--- config.mk ---
export PLATFORM = sky130hd
export DESIGN_NAME = ctrl_pipe
export DESIGN_NICKNAME = d
export VERILOG_FILES = /design/src/rtl/ctrl_pipe.sv
export SDC_FILE = /design/constraint.sdc
export NUM_CORES = 1
export LEC_CHECK = 0
export CORE_MARGIN = 1
export CORE_UTILIZATION = 45
export CTS_CLUSTER_DIAMETER = 150
export CTS_CLUSTER_SIZE = 28
export DETAILED_ROUTE_END_ITERATION = 6
export PLACE_DENSITY = 0.86
export SKIP_LAST_GASP = 1
export SLEW_MARGIN = 10
export SYNTH_ARGS = -nofsm -noshare
export SYNTH_HDL_FRONTEND = slang
export SYNTH_SLANG_ARGS = --single-unit
--- constraint.sdc ---
create_clock -name clk -period 4.26 [get_ports clk]
set_input_delay 0.852 -clock clk [delete_from_list [all_inputs] [get_ports clk]]
set_output_delay 0.852 -clock clk [all_outputs]
set_load 0.005 [all_outputs]
--- src/rtl/ctrl_pipe.sv ---
// Purpose: RV32I(+M) control decoder with ID/EX register, load-use interlock, flush and M-op sequencer.
// Latency: 1 cycle ID->EX; an M op occupies EX for MDU_LAT cycles.
// Backpressure: stall holds PC and IF/ID during load-use bubbles and all but the last cycle of an M op.
module ctrl_pipe #(
  parameter int          ENABLE_M       = 1,
  parameter int unsigned MDU_LAT        = 4,
  parameter int          ENABLE_LOADUSE = 1
) (
  input  logic        clk,
  input  logic        rstn,
  input  logic        id_valid,
  input  logic [31:0] id_instr,
  input  logic        flush,
  output logic        stall,
  output logic        ex_valid,
  output logic        ex_RegWrite,
  output logic        ex_MemWrite,
  output logic        ex_ALUSrc,
  output logic [5:0]  ex_EXTOp,
  output logic [4:0]  ex_ALUOp,
  output logic [1:0]  ex_WDSel,
  output logic [2:0]  ex_dm_ctrl,
  output logic        ex_branch,
  output logic        ex_jal,
  output logic        ex_jalr,
  output logic [4:0]  ex_rd,
  output logic        ex_mdu,
  output logic [2:0]  ex_mdu_op,
  output logic        ex_mdu_done,
  output logic        ex_illegal
);

  localparam logic [6:0] OP_R     = 7'b0110011;
  localparam logic [6:0] OP_I     = 7'b0010011;
  localparam logic [6:0] OP_LD    = 7'b0000011;
  localparam logic [6:0] OP_ST    = 7'b0100011;
  localparam logic [6:0] OP_BR    = 7'b1100011;
  localparam logic [6:0] OP_JAL   = 7'b1101111;
  localparam logic [6:0] OP_JALR  = 7'b1100111;
  localparam logic [6:0] OP_LUI   = 7'b0110111;
  localparam logic [6:0] OP_AUIPC = 7'b0010111;

  localparam logic [5:0] EXT_SHAMT = 6'b100000;
  localparam logic [5:0] EXT_I     = 6'b010000;
  localparam logic [5:0] EXT_S     = 6'b001000;
  localparam logic [5:0] EXT_B     = 6'b000100;
  localparam logic [5:0] EXT_U     = 6'b000010;
  localparam logic [5:0] EXT_J     = 6'b000001;

  localparam logic [4:0] ALU_LUI   = 5'd1;
  localparam logic [4:0] ALU_AUIPC = 5'd2;
  localparam logic [4:0] ALU_ADD   = 5'd3;
  localparam logic [4:0] ALU_SUB   = 5'd4;
  localparam logic [4:0] ALU_BNE   = 5'd5;
  localparam logic [4:0] ALU_BLT   = 5'd6;
  localparam logic [4:0] ALU_BGE   = 5'd7;
  localparam logic [4:0] ALU_BLTU  = 5'd8;
  localparam logic [4:0] ALU_BGEU  = 5'd9;
  localparam logic [4:0] ALU_SLT   = 5'd10;
  localparam logic [4:0] ALU_SLTU  = 5'd11;
  localparam logic [4:0] ALU_XOR   = 5'd12;
  localparam logic [4:0] ALU_OR    = 5'd13;
  localparam logic [4:0] ALU_AND   = 5'd14;
  localparam logic [4:0] ALU_SLL   = 5'd15;
  localparam logic [4:0] ALU_SRL   = 5'd16;
  localparam logic [4:0] ALU_SRA   = 5'd17;

  localparam logic [2:0] DM_WORD = 3'b000;
  localparam logic [2:0] DM_HALF = 3'b001;
  localparam logic [2:0] DM_HU   = 3'b010;
  localparam logic [2:0] DM_BYTE = 3'b011;
  localparam logic [2:0] DM_BU   = 3'b100;

  typedef struct packed {
    logic       valid;
    logic       reg_write;
    logic       mem_write;
    logic       alu_src;
    logic [5:0] ext_op;
    logic [4:0] alu_op;
    logic [1:0] wd_sel;
    logic [2:0] dm_ctrl;
    logic       branch;
    logic       jal;
    logic       jalr;
    logic [4:0] rd;
    logic       mdu;
    logic [2:0] mdu_op;
    logic       illegal;
  } bundle_t;

  typedef enum logic {IDLE, BUSY} state_t;

  bundle_t    dec, ex_cur, ex_nxt;
  state_t     state, state_nxt;
  logic [3:0] cnt, cnt_nxt;
  logic       bad;
  logic       rs1_used, rs2_used, load_use;

  logic [6:0] opcode;
  logic [2:0] f3;
  logic [6:0] f7;
  logic [4:0] rs1, rs2;

  assign opcode = id_instr[6:0];
  assign f3     = id_instr[14:12];
  assign f7     = id_instr[31:25];
  assign rs1    = id_instr[19:15];
  assign rs2    = id_instr[24:20];

  // Combinational decode of the ID instruction; illegal encodings collapse to a bare illegal flag.
  always_comb begin
    dec       = '0;
    bad       = 1'b0;
    dec.valid = 1'b1;
    case (opcode)
      OP_R: begin
        if (ENABLE_M != 0 && f7 == 7'b0000001) begin
          dec.reg_write = 1'b1;
          dec.mdu       = 1'b1;
          dec.mdu_op    = f3;
        end else if (f7 == 7'b0000000 || f7 == 7'b0100000) begin
          dec.reg_write = 1'b1;
          case (f3)
            3'b000:  dec.alu_op = f7[5] ? ALU_SUB : ALU_ADD;
            3'b001:  dec.alu_op = ALU_SLL;
            3'b010:  dec.alu_op = ALU_SLT;
            3'b011:  dec.alu_op = ALU_SLTU;
            3'b100:  dec.alu_op = ALU_XOR;
            3'b101:  dec.alu_op = f7[5] ? ALU_SRA : ALU_SRL;
            3'b110:  dec.alu_op = ALU_OR;
            default: dec.alu_op = ALU_AND;
          endcase
        end else begin
          bad = 1'b1;
        end
      end
      OP_I: begin
        dec.reg_write = 1'b1;
        dec.alu_src   = 1'b1;
        dec.ext_op    = EXT_I;
        case (f3)
          3'b000: dec.alu_op = ALU_ADD;
          3'b010: dec.alu_op = ALU_SLT;
          3'b011: dec.alu_op = ALU_SLTU;
          3'b100: dec.alu_op = ALU_XOR;
          3'b110: dec.alu_op = ALU_OR;
          3'b111: dec.alu_op = ALU_AND;
          3'b001: begin
            dec.ext_op = EXT_SHAMT;
            dec.alu_op = ALU_SLL;
            bad        = (f7 != 7'b0000000);
          end
          default: begin
            dec.ext_op = EXT_SHAMT;
            dec.alu_op = f7[5] ? ALU_SRA : ALU_SRL;
            bad        = (f7 != 7'b0000000) && (f7 != 7'b0100000);
          end
        endcase
      end
      OP_LD: begin
        dec.reg_write = 1'b1;
        dec.alu_src   = 1'b1;
        dec.ext_op    = EXT_I;
        dec.alu_op    = ALU_ADD;
        dec.wd_sel    = 2'b01;
        case (f3)
          3'b000:  dec.dm_ctrl = DM_BYTE;
          3'b001:  dec.dm_ctrl = DM_HALF;
          3'b100:  dec.dm_ctrl = DM_BU;
          3'b101:  dec.dm_ctrl = DM_HU;
          default: dec.dm_ctrl = DM_WORD;
        endcase
      end
      OP_ST: begin
        dec.mem_write = 1'b1;
        dec.alu_src   = 1'b1;
        dec.ext_op    = EXT_S;
        dec.alu_op    = ALU_ADD;
        case (f3)
          3'b000:  dec.dm_ctrl = DM_BYTE;
          3'b001:  dec.dm_ctrl = DM_HALF;
          default: dec.dm_ctrl = DM_WORD;
        endcase
      end
      OP_BR: begin
        dec.ext_op = EXT_B;
        dec.branch = 1'b1;
        case (f3)
          3'b001:  dec.alu_op = ALU_BNE;
          3'b100:  dec.alu_op = ALU_BLT;
          3'b101:  dec.alu_op = ALU_BGE;
          3'b110:  dec.alu_op = ALU_BLTU;
          3'b111:  dec.alu_op = ALU_BGEU;
          default: dec.alu_op = ALU_SUB;
        endcase
      end
      OP_JAL: begin
        dec.reg_write = 1'b1;
        dec.alu_src   = 1'b1;
        dec.ext_op    = EXT_J;
        dec.alu_op    = ALU_ADD;
        dec.wd_sel    = 2'b10;
        dec.jal       = 1'b1;
      end
      OP_JALR: begin
        dec.reg_write = 1'b1;
        dec.alu_src   = 1'b1;
        dec.ext_op    = EXT_I;
        dec.alu_op    = ALU_ADD;
        dec.wd_sel    = 2'b10;
        dec.jalr      = 1'b1;
      end
      OP_LUI: begin
        dec.reg_write = 1'b1;
        dec.alu_src   = 1'b1;
        dec.ext_op    = EXT_U;
        dec.alu_op    = ALU_LUI;
      end
      OP_AUIPC: begin
        dec.reg_write = 1'b1;
        dec.alu_src   = 1'b1;
        dec.ext_op    = EXT_U;
        dec.alu_op    = ALU_AUIPC;
      end
      default: bad = 1'b1;
    endcase
    // rd is only meaningful for writers; zero keeps stores/branches out of the hazard compare.
    dec.rd = dec.reg_write ? id_instr[11:7] : 5'd0;
    if (bad) begin
      dec         = '0;
      dec.valid   = 1'b1;
      dec.illegal = 1'b1;
    end
  end

  // Load-use detection against the load currently sitting in EX.
  always_comb begin
    rs1_used = !(opcode == OP_LUI || opcode == OP_AUIPC || opcode == OP_JAL);
    rs2_used = (opcode == OP_R) || (opcode == OP_ST) || (opcode == OP_BR);
    load_use = (ENABLE_LOADUSE != 0) && ex_cur.valid && (ex_cur.wd_sel == 2'b01) &&
               (ex_cur.rd != 5'd0) && id_valid &&
               ((rs1_used && rs1 == ex_cur.rd) || (rs2_used && rs2 == ex_cur.rd));
  end

  // Next EX contents, sequencer state and stall: flush > M-op hold > load-use bubble > advance.
  always_comb begin
    state_nxt = state;
    cnt_nxt   = cnt;
    ex_nxt    = ex_cur;
    stall     = 1'b0;
    if (flush) begin
      ex_nxt    = '0;
      state_nxt = IDLE;
      cnt_nxt   = 4'd0;
    end else if (state == BUSY) begin
      stall   = 1'b1;
      cnt_nxt = cnt - 4'd1;
      if (cnt == 4'd1) state_nxt = IDLE;
    end else if (load_use) begin
      stall  = 1'b1;
      ex_nxt = '0;
    end else if (id_valid) begin
      ex_nxt = dec;
      // The last cycle of an M op runs in IDLE so the next instruction advances on its edge.
      if (dec.mdu && MDU_LAT > 1) begin
        state_nxt = BUSY;
        cnt_nxt   = 4'(MDU_LAT - 1);
      end
    end else begin
      ex_nxt = '0;
    end
  end

  // ID/EX register and sequencer state.
  always_ff @(posedge clk or negedge rstn) begin
    if (!rstn) begin
      ex_cur <= '0;
      state  <= IDLE;
      cnt    <= 4'd0;
    end else begin
      ex_cur <= ex_nxt;
      state  <= state_nxt;
      cnt    <= cnt_nxt;
    end
  end

  assign ex_valid    = ex_cur.valid;
  assign ex_RegWrite = ex_cur.reg_write;
  assign ex_MemWrite = ex_cur.mem_write;
  assign ex_ALUSrc   = ex_cur.alu_src;
  assign ex_EXTOp    = ex_cur.ext_op;
  assign ex_ALUOp    = ex_cur.alu_op;
  assign ex_WDSel    = ex_cur.wd_sel;
  assign ex_dm_ctrl  = ex_cur.dm_ctrl;
  assign ex_branch   = ex_cur.branch;
  assign ex_jal      = ex_cur.jal;
  assign ex_jalr     = ex_cur.jalr;
  assign ex_rd       = ex_cur.rd;
  assign ex_mdu      = ex_cur.mdu;
  assign ex_mdu_op   = ex_cur.mdu_op;
  assign ex_illegal  = ex_cur.illegal;
  assign ex_mdu_done = ex_cur.mdu && (state == IDLE);

endmodule

==> results.ini, run 1 <==
[timing]
period_share=0.953
worst_pin_slew_ps=1010
clock_skew_ps=5.00
final_max_slew_viol_count=0
final.setup.tns_ps=0
setup_violations=0
rsz0062_at_grt=no
clock.fmax_mhz=246
slew-limit-headroom=0.321
setup_slack_ps=202
hold_viol_final=0
min_period_ps=4060

[cts]
clkLatencyLatePin_ps=290
hold_buffers=0
cts_tree=yes
cts_setup_buffers=0
ctsResizeCount=0
clk_pin_slew_ps=80
cts-root-buf=clkbuf_8
htree_levels=2
cts_max_path_buffers=2
cts_buffers=5
clock_sinks=38

[layout]
nets=359
fill_cells=403
multi_input_area_sq_mm=0.00120
drive_above_1_share=0.0870
seq_area_sq_um=951
syn_to_final_growth_pct=40.6
antenna_cells=0

[logic_synthesis]
synth_warnings=0
synth_top_area_frac=0.426
yosysMostFrequentCell=nand2_1
ys_seq_area_frac=0.426
synth_top_area_cell=dfrtp_1
synthArstFlopShare=1.00
synth_cells=253
synth_edf_count=0
synth_commonest_cells=nand2_1, dfrtp_1, o21ai_0
synth.distinct_cells=53
syn-num-nets=291
ys.flop_type=dfrtp_1
syn_area_sq_mm=0.00223
synth_area_per_cell_sq_um=8.81
ys_seq_elements=38
synthTopCellsByArea=dfrtp_1, nand2_1, o21ai_0

[global_routing]
grt_pass1_vias=2072
grt_max_degree=39
grt.total_usage=0.240
antenna_found_initial=0
grt_pass1_wl_microns=9750
overflow=0

[worst_setup_path]
reg2regPathDepth=7
cp-endpoint=stall
crit_arrival_ps=3210
reg2reg_to=ex_dm_ctrl[1]
worstPathMaxFanout=10
cp-start-kind=primary input
critical_path_class=primary input to output port
cp-end-kind=output port
cp-startpoint=id_instr[6]
rrSetupSlack_ps=1550
required_ps=3410
r2r_start=ex_rd[1]

[pwr]
irDropWorstVdd_uv=172
leakage_uw=0.00126
power_density_mw_per_mm2=265

[job]
max_cap_viol_count=0

[floorplanning]
die_w_microns=72.4
start_util=0.469
io_pins=71
rows=25
fp.dieArea_sq_mm=0.00524
die_h_microns=72.4
coreArea_sq_mm=0.00475

[outcome]
outcome=complete, but fails checks
violations=DRC

[detailed_routing]
wl_microns=5850
wl_per_cell_microns=15.0
ant_nets=0
vias_per_cell=5.75
drt-initial-drc-count=199
drt-pass1-iter-count=7
vias=2235
drcViolationCount=1

[place]
port_buffers=70
globalplace.congestion=0.889
place_ws_ps=204
place_hpwl_microns=4400

[worst_hold_path]
hp-class=flip-flop to flip-flop

routing by layer:
metal | track usage | share of wire | vias to the layer above
met3 | 0.0347 | 0.064 | 17
met2 | 0.386 | 0.47 | 115
met1 | 0.325 | 0.44 | 1048
met5 | 0 | 0 | -
li1 | - | - | 1055
met4 | 0.0980 | 0.029 | 0
critical path, cell delays in order:
cell and delay, ps:
clkdlybuf4s50_1 560, and4b_1 300, nor2b_1 160, a2111oi_1 610
nor3_1 120, nor2_1 110, clkdlybuf4s50_1 500
report_power, final:
group | leakage (uW) | internal (uW) | switching, uW | total, uW
combinational | 0.000663 | 48.7 | 49.3 | 98.0
sequential | 0.000529 | 362 | 0.812 | 362
clock | 0.0000683 | 235 | 135 | 370
sequential cells by signal, summed over array words and instances (netlist names):
name,cells
cnt,4
ex_ALUOp,5
ex_ALUSrc,1
ex_EXTOp,6
ex_MemWrite,1
ex_RegWrite,1
ex_WDSel,2
ex_branch,1
ex_dm_ctrl,3
ex_illegal,1
ex_jal,1
ex_jalr,1
ex_mdu,1
ex_mdu_op,3
ex_rd,5
ex_valid,1
state,1
area by class of cell:
type	instances	share of cell area
clock buffers	5	0.0219
clock inverters	3	0.0219
inverters	5	0.00599
multi-input cells	195	0.384
flip-flops and latches	38	0.303
well taps	67	0.0267
repair buffers	76	0.236
cell families after synthesis:
family,synth area share
adder cells (fa/ha/maj),0.0112
buffers and inverters,0.0348
AO/OA/AOI/OAI,0.214
AND/OR/NAND/NOR,0.263
flip-flops,0.426
XOR/XNOR,0.0511
stage by stage:
step / hold slack, ps / area (sq um) / total power (uW) / util / instances
floorplan: 467 / 2230 / 412 / - / 253
global placement: 464 / 3000 / 465 / 0.631 / 381
detailed placement: 472 / 3000 / 466 / 0.631 / 381
CTS: 492 / 3140 / 832 / 0.659 / 389
global route: 509 / 3140 / 861 / 0.659 / 389
finish: 487 / 3140 / 830 / 0.659 / 389
how the worst min path moves through the flow:
stage                           start           to  slack (ps)  cells past startpoint
final                     ex_EXTOp[3]  ex_EXTOp[3]         490                      2
after global routing        ex_ALUSrc    ex_ALUSrc         510                      2
after CTS                   ex_ALUSrc    ex_ALUSrc         490                      2
after detailed placement  ex_EXTOp[5]  ex_EXTOp[5]         470                      2
after global placement    ex_EXTOp[0]  ex_EXTOp[0]         460                      2
after floorplan           ex_ALUOp[4]  ex_ALUOp[4]         470                      2
cells in the final DEF (no fill, tap or decap), drive strengths merged, types with 3 or more instances in the layout:
master          n
a21o            3
nand2          48
inv             5
buf             7
a22o            6
clkbuf          5
nor2b           7
nor3           10
o21ai          22
nand3           7
xnor2          11
dfrtp          38
a21oi          13
or4             3
nor4            3
clkdlybuf4s50  69
nor2           15
o41ai           3
a32o            6
or3             3
Power figures use the tool's default switching activity.
==> run 2, diff against run 1 <==
CELL_PAD_IN_SITES_DETAIL_PLACEMENT = 0   (was not set)
CELL_PAD_IN_SITES_GLOBAL_PLACEMENT = 1   (was not set)
CORE_UTILIZATION = 37   (was 45)
PLACE_DENSITY = 0.94   (was 0.86)
==> run 2 against run 1 <==
The flow now finishes without violations. Largest cell class unchanged. Maximum frequency increased by 2.0%. Global-route usage decreased by 3.5 points. Sequential power about the same. Sequential share of layout area increased by 0.32 points. First-iteration DRC count decreased by 55%. Die area increased by 21%. Via count decreased by 1.8%.
==> results.ini, run 2 (synthesized netlist as in run 1, its figures left out) <==
[worst_setup_path]
critical_path_class=primary input to output port  ; unchanged
required_ps=3410  ; about the same
cp-end-kind=output port  ; unchanged
reg2reg_to=ex_dm_ctrl[1]  ; unchanged
cp_slowest_stage_delay_ps=560  ; was 610 ps
worst_path_most_repeated_cell=clkdlybuf4s50_1  ; unchanged
rrSetupSlack_ps=1660  ; was 1550 ps
reg2regPathDepth=7  ; unchanged
cp-start-kind=primary input  ; unchanged
crit_arrival_ps=3130  ; was 3210 ps
path_cells=clkdlybuf4s50_1 -> and4b_1 -> nor2b_1 -> a2111oi_1 -> nor3_1 -> nor2_1 -> clkdlybuf4s50_1  ; unchanged
crit_path_top_delay_cell=a2111oi_1  ; unchanged
worstPathMaxFanout=9  ; was 10
r2r_start=ex_rd[1]  ; unchanged

[timing]
period_share=0.934  ; was 0.953
setup_slack_ps=280  ; was 202 ps
min_period_ps=3980  ; was 4060 ps
setup_violations=0  ; unchanged
slew-limit-headroom=0.457  ; was 0.321
hold_viol_final=0  ; unchanged
clock_skew_ps=3.64  ; was 5.00 ps
rsz0062_at_grt=no  ; unchanged
final.setup.tns_ps=0  ; unchanged
final_max_slew_viol_count=0  ; unchanged
whs_ps=483  ; was 487 ps
clock.fmax_mhz=251  ; was 246 MHz
worst_pin_slew_ps=811  ; was 1010 ps

[cts]
ctsResizeCount=0  ; unchanged
hold_buffers=0  ; unchanged
cts_max_path_buffers=2  ; unchanged
cts_setup_buffers=0  ; unchanged
clk_pin_slew_ps=70  ; was 80 ps
cts_tree=yes  ; unchanged
cts-root-buf=clkbuf_8  ; unchanged
htree_levels=2  ; unchanged
cts_buffers=5  ; unchanged
clock_sinks=38  ; unchanged
clkLatencyLatePin_ps=280  ; was 290 ps

[pwr]
p_sw_uw=168  ; was 185 uW
leakage_uw=0.00125  ; was 0.00126 uW
power_density_mw_per_mm2=222  ; was 265 mW/mm^2
cell_internal_pwr_uw=521  ; was 645 uW
power.clock.fraction=0.332  ; was 0.445
swShare=0.244  ; was 0.223
pwr-share-seq=0.526  ; was 0.436
pwr-share-comb=0.142  ; was 0.118
fin_total_pwr_uw=690  ; was 830 uW
irDropWorstVdd_uv=120  ; was 172 uV

[floorplanning]
coreArea_sq_mm=0.00564  ; was 0.00475 sq mm
start_util=0.395  ; was 0.469
fp.dieArea_sq_mm=0.00634  ; was 0.00524 sq mm
io_pins=71  ; unchanged
rows=27  ; was 25
die_h_microns=79.6  ; was 72.4 microns
die_w_microns=79.6  ; was 72.4 microns

[global_routing]
overflow=0  ; unchanged
use_met2=0.315  ; was 0.386
grt_max_degree=39  ; unchanged
antenna_found_initial=0  ; unchanged
grt.busiest_layer=met2  ; unchanged
grt_pass1_wl_microns=10100  ; was 9750 microns
use_met3=0.0366  ; was 0.0347
grt_pass1_vias=2067  ; was 2072
grt.total_usage=0.205  ; was 0.240
use_met1=0.292  ; was 0.325

[detailed_routing]
vias=2195  ; was 2235
vias_per_cell=5.56  ; was 5.75
drcViolationCount=0  ; was 1
drt-initial-drc-count=90  ; was 199
wl_per_cell_microns=14.9  ; was 15.0 microns
wl_microns=5870  ; was 5850 microns
drt-pass1-iter-count=5  ; was 7
ant_nets=0  ; unchanged

[layout]
largest_reg_flops=6  ; unchanged
antenna_cells=0  ; unchanged
final_common_cell=clkdlybuf4s50_1  ; unchanged
drive_above_1_share=0.0867  ; was 0.0870
syn_to_final_growth_pct=39.2  ; was 40.6%
nets=361  ; was 359
final_cell_mix=clkdlybuf4s50_1, nand2_1, dfrtp_1  ; unchanged

[job]
max_cap_viol_count=0  ; unchanged

[worst_hold_path]
min_to=ex_EXTOp[2]  ; was ex_EXTOp[3]
min-delay-start=ex_EXTOp[2]  ; was ex_EXTOp[3]
hp-class=flip-flop to flip-flop  ; unchanged
holdPathStages=2  ; unchanged

[place]
port_buffers=70  ; unchanged
globalplace.congestion=0.879  ; was 0.889
place_hpwl_microns=4620  ; was 4400 microns
place_ws_ps=304  ; was 204 ps

[outcome]
outcome=complete, no violations  ; was complete, but fails checks

[run 2: changes by cell type in the layout (fill, tap and decap cells not counted), sizes merged]
cell and delta:
buf +1, bufinv -2, clkdlybuf4s50 +1, clkinv +1
[run 2: how the worst max path moves through the flow]
stage / from / to / slack (ps) / cells past startpoint
finish: id_instr[2] / stall / 280 / 7
detailed placement: id_instr[2] / stall / 300 / 7
global placement: id_instr[2] / stall / 350 / 7
floorplan: id_instr[5] / stall / 1250 / 6
CTS: id_instr[2] / stall / 300 / 7
global route: id_instr[2] / stall / 110 / 7
[run 2: worst max-delay path, delay by kind of cell]
family	cells	cell delay (ps)
AOI/OAI and AO/OA	1	560
buffers and inverters	2	1040
and+or+nand+nor	4	670
[run 2: power by group through the flow]
stage	Clock, uW	Sequential (uW)	Combinational (uW)
floorplan	0	370	42.0
global placement	0	370	97.6
detailed placement	0	370	98.5
CTS	232	363	98.9
global route	254	363	109
finish	229	363	98.1
[run 2: area by class of cell]
class	count	area (sq um)
Clock buffer	5	68.8
Clock inverter	2	10.0
Fill cell	523	2540
Inverter	5	18.8
Multi-Input combinational cell	195	1200
Sequential cell	38	951
Tap cell	72	90.1
Timing Repair Buffer	78	761
[run 2: metal layers]
layer	routed length, microns	vias to the layer above
met2	2780	81
met1	2680	1044
met4	89	0
met5	0	-
met3	324	11
li1	-	1059
[run 2: stage by stage]
stage	utilization	instances	area (sq um)
after floorplan	-	253	2230
after global placement	0.536	388	3020
after detailed placement	0.536	388	3020
after CTS	0.550	395	3100
after global routing	0.550	395	3100
final	0.550	395	3100
==> run 3, diff against run 2 <==
CORE_MARGIN = 1.5   (was 1)
GPL_ROUTABILITY_DRIVEN = 0   (was not set)
==> run 3 against run 2 <==
Total power increased by 3.9%. Final cell count up 0.51%. Routed wire length is 0.90% lower. Critical path type unchanged. Clock power is 12% higher.
==> results.ini, run 3 (synthesized netlist as in run 1, its figures left out) <==
[cts]
hold_buffers=0  ; unchanged
cts_setup_buffers=0  ; unchanged
cts_buffers=5  ; unchanged
cts_max_path_buffers=2  ; unchanged
cts-root-buf=clkbuf_8  ; unchanged
htree_levels=2  ; unchanged
clkLatencyLatePin_ps=290  ; was 280 ps
clock_sinks=38  ; unchanged
cts_tree=yes  ; unchanged
ctsResizeCount=0  ; unchanged
clk_pin_slew_ps=70  ; about the same

[floorplanning]
start_util=0.379  ; was 0.395
fp.dieArea_sq_mm=0.00650  ; was 0.00634 sq mm
io_pins=71  ; unchanged
die_w_microns=80.6  ; was 79.6 microns
coreArea_sq_mm=0.00589  ; was 0.00564 sq mm
rows=28  ; was 27
die_h_microns=80.6  ; was 79.6 microns

[worst_hold_path]
hp-class=flip-flop to flip-flop  ; unchanged
min-delay-start=ex_ALUOp[3]  ; was ex_EXTOp[2]

[job]
max_cap_viol_count=0  ; unchanged

[layout]
fin_util=0.527  ; was 0.550
multi_input_area_sq_mm=0.00120  ; unchanged
nets=359  ; was 361
syn_to_final_growth_pct=39.2  ; unchanged
seq_area_sq_um=951  ; unchanged
final_cell_mix=clkdlybuf4s50_1, nand2_1, dfrtp_1  ; unchanged
fill_cells=549  ; was 523
final_common_cell=clkdlybuf4s50_1  ; unchanged
largest_reg_flops=6  ; unchanged
drive_above_1_share=0.0870  ; was 0.0867
antenna_cells=0  ; unchanged

[timing]
period_share=0.922  ; was 0.934
clock.fmax_mhz=255  ; was 251 MHz
final.setup.tns_ps=0  ; unchanged
rsz0062_at_grt=no  ; unchanged
min_period_ps=3930  ; was 3980 ps
final_max_slew_viol_count=0  ; unchanged
clock_skew_ps=7.02  ; was 3.64 ps
slew-limit-headroom=0.439  ; was 0.457
setup_violations=0  ; unchanged
whs_ps=480  ; was 483 ps
worst_pin_slew_ps=842  ; was 811 ps
hold_viol_final=0  ; unchanged

[place]
place_hpwl_microns=4470  ; was 4620 microns
port_buffers=70  ; unchanged

[worst_setup_path]
critical_path_class=primary input to output port  ; unchanged
r2r_start=ex_rd[1]  ; unchanged
crit_arrival_ps=3080  ; was 3130 ps
cp-startpoint=id_instr[2]  ; unchanged
worstPathMaxFanout=9  ; unchanged
cp-start-kind=primary input  ; unchanged
cp-end-kind=output port  ; unchanged
required_ps=3410  ; about the same

[global_routing]
antenna_found_initial=0  ; unchanged
grt_max_degree=39  ; unchanged
grt_pass1_vias=2010  ; was 2067
overflow=0  ; unchanged
grt_pass1_wl_microns=9780  ; was 10100 microns
grt.total_usage=0.197  ; was 0.205

[detailed_routing]
wl_microns=5820  ; was 5870 microns
vias=2127  ; was 2195
wl_per_cell_microns=14.7  ; was 14.9 microns
vias_per_cell=5.36  ; was 5.56
drt-pass1-iter-count=5  ; unchanged
drt-initial-drc-count=137  ; was 90
drcViolationCount=0  ; unchanged
ant_nets=0  ; unchanged

[pwr]
power_density_mw_per_mm2=231  ; was 222 mW/mm^2
leakage_uw=0.00124  ; was 0.00125 uW
irDropWorstVdd_uv=100  ; was 120 uV

[outcome]
outcome=complete, no violations  ; unchanged

[run 3: routing by layer]
layer  global-route usage  up-vias  routed length [microns]
met5                    0        -                        0
met4               0.0655        0                       80
li1                     -     1057                        -
met3               0.0250        7                      264
met2                0.302       64                     2710
met1                0.284      999                     2770
[run 3: worst max-delay path, cell delays in order]
cell	delay [ps]
clkdlybuf4s50_1	520
and4b_1	290
nor2b_1	150
a2111oi_1	540
nor3_1	100
nor2_1	110
clkdlybuf4s50_1	510
[run 3: where the power goes]
| group | switching [uW] | internal (uW) |
|---|---|---|
| registers | 0.837 | 362 |
| logic | 48.9 | 48.7 |
| clock network | 127 | 130 |
| total | 176 | 540 |
[run 3: stage by stage]
| step | worst slack [ps] | cells | area, sq um | power (uW) |
|---|---|---|---|---|
| after floorplan | 1250 | 253 | 2230 | 412 |
| after CTS | 334 | 397 | 3100 | 724 |
| after detailed placement | 325 | 389 | 3010 | 467 |
| after global placement | 340 | 389 | 3010 | 466 |
| after global routing | 199 | 397 | 3100 | 752 |
| final | 333 | 397 | 3100 | 717 |
[run 3: final timing paths]
path	depth (start not counted)	slack (ps)	endpoint
worst max-delay path	7	330	stall
worst min-delay path	2	480	ex_ALUOp[3]
worst max register to register	7	1630	ex_dm_ctrl[1]
worst min register to register	2	480	ex_ALUOp[3]
max in group asynchronous	1	3070	ex_dm_ctrl[1]
min in group asynchronous	1	670	ex_branch
[run 3: cell type report]
| type | count | area share |
|---|---|---|
| Multi-Input combinational cell | 195 | 0.388 |
| Sequential cell | 38 | 0.306 |
| Timing Repair Buffer | 76 | 0.239 |
| Tap cell | 75 | 0.0302 |
| Clock buffer | 6 | 0.0266 |
| Inverter | 5 | 0.00605 |
| Clock inverter | 2 | 0.00403 |
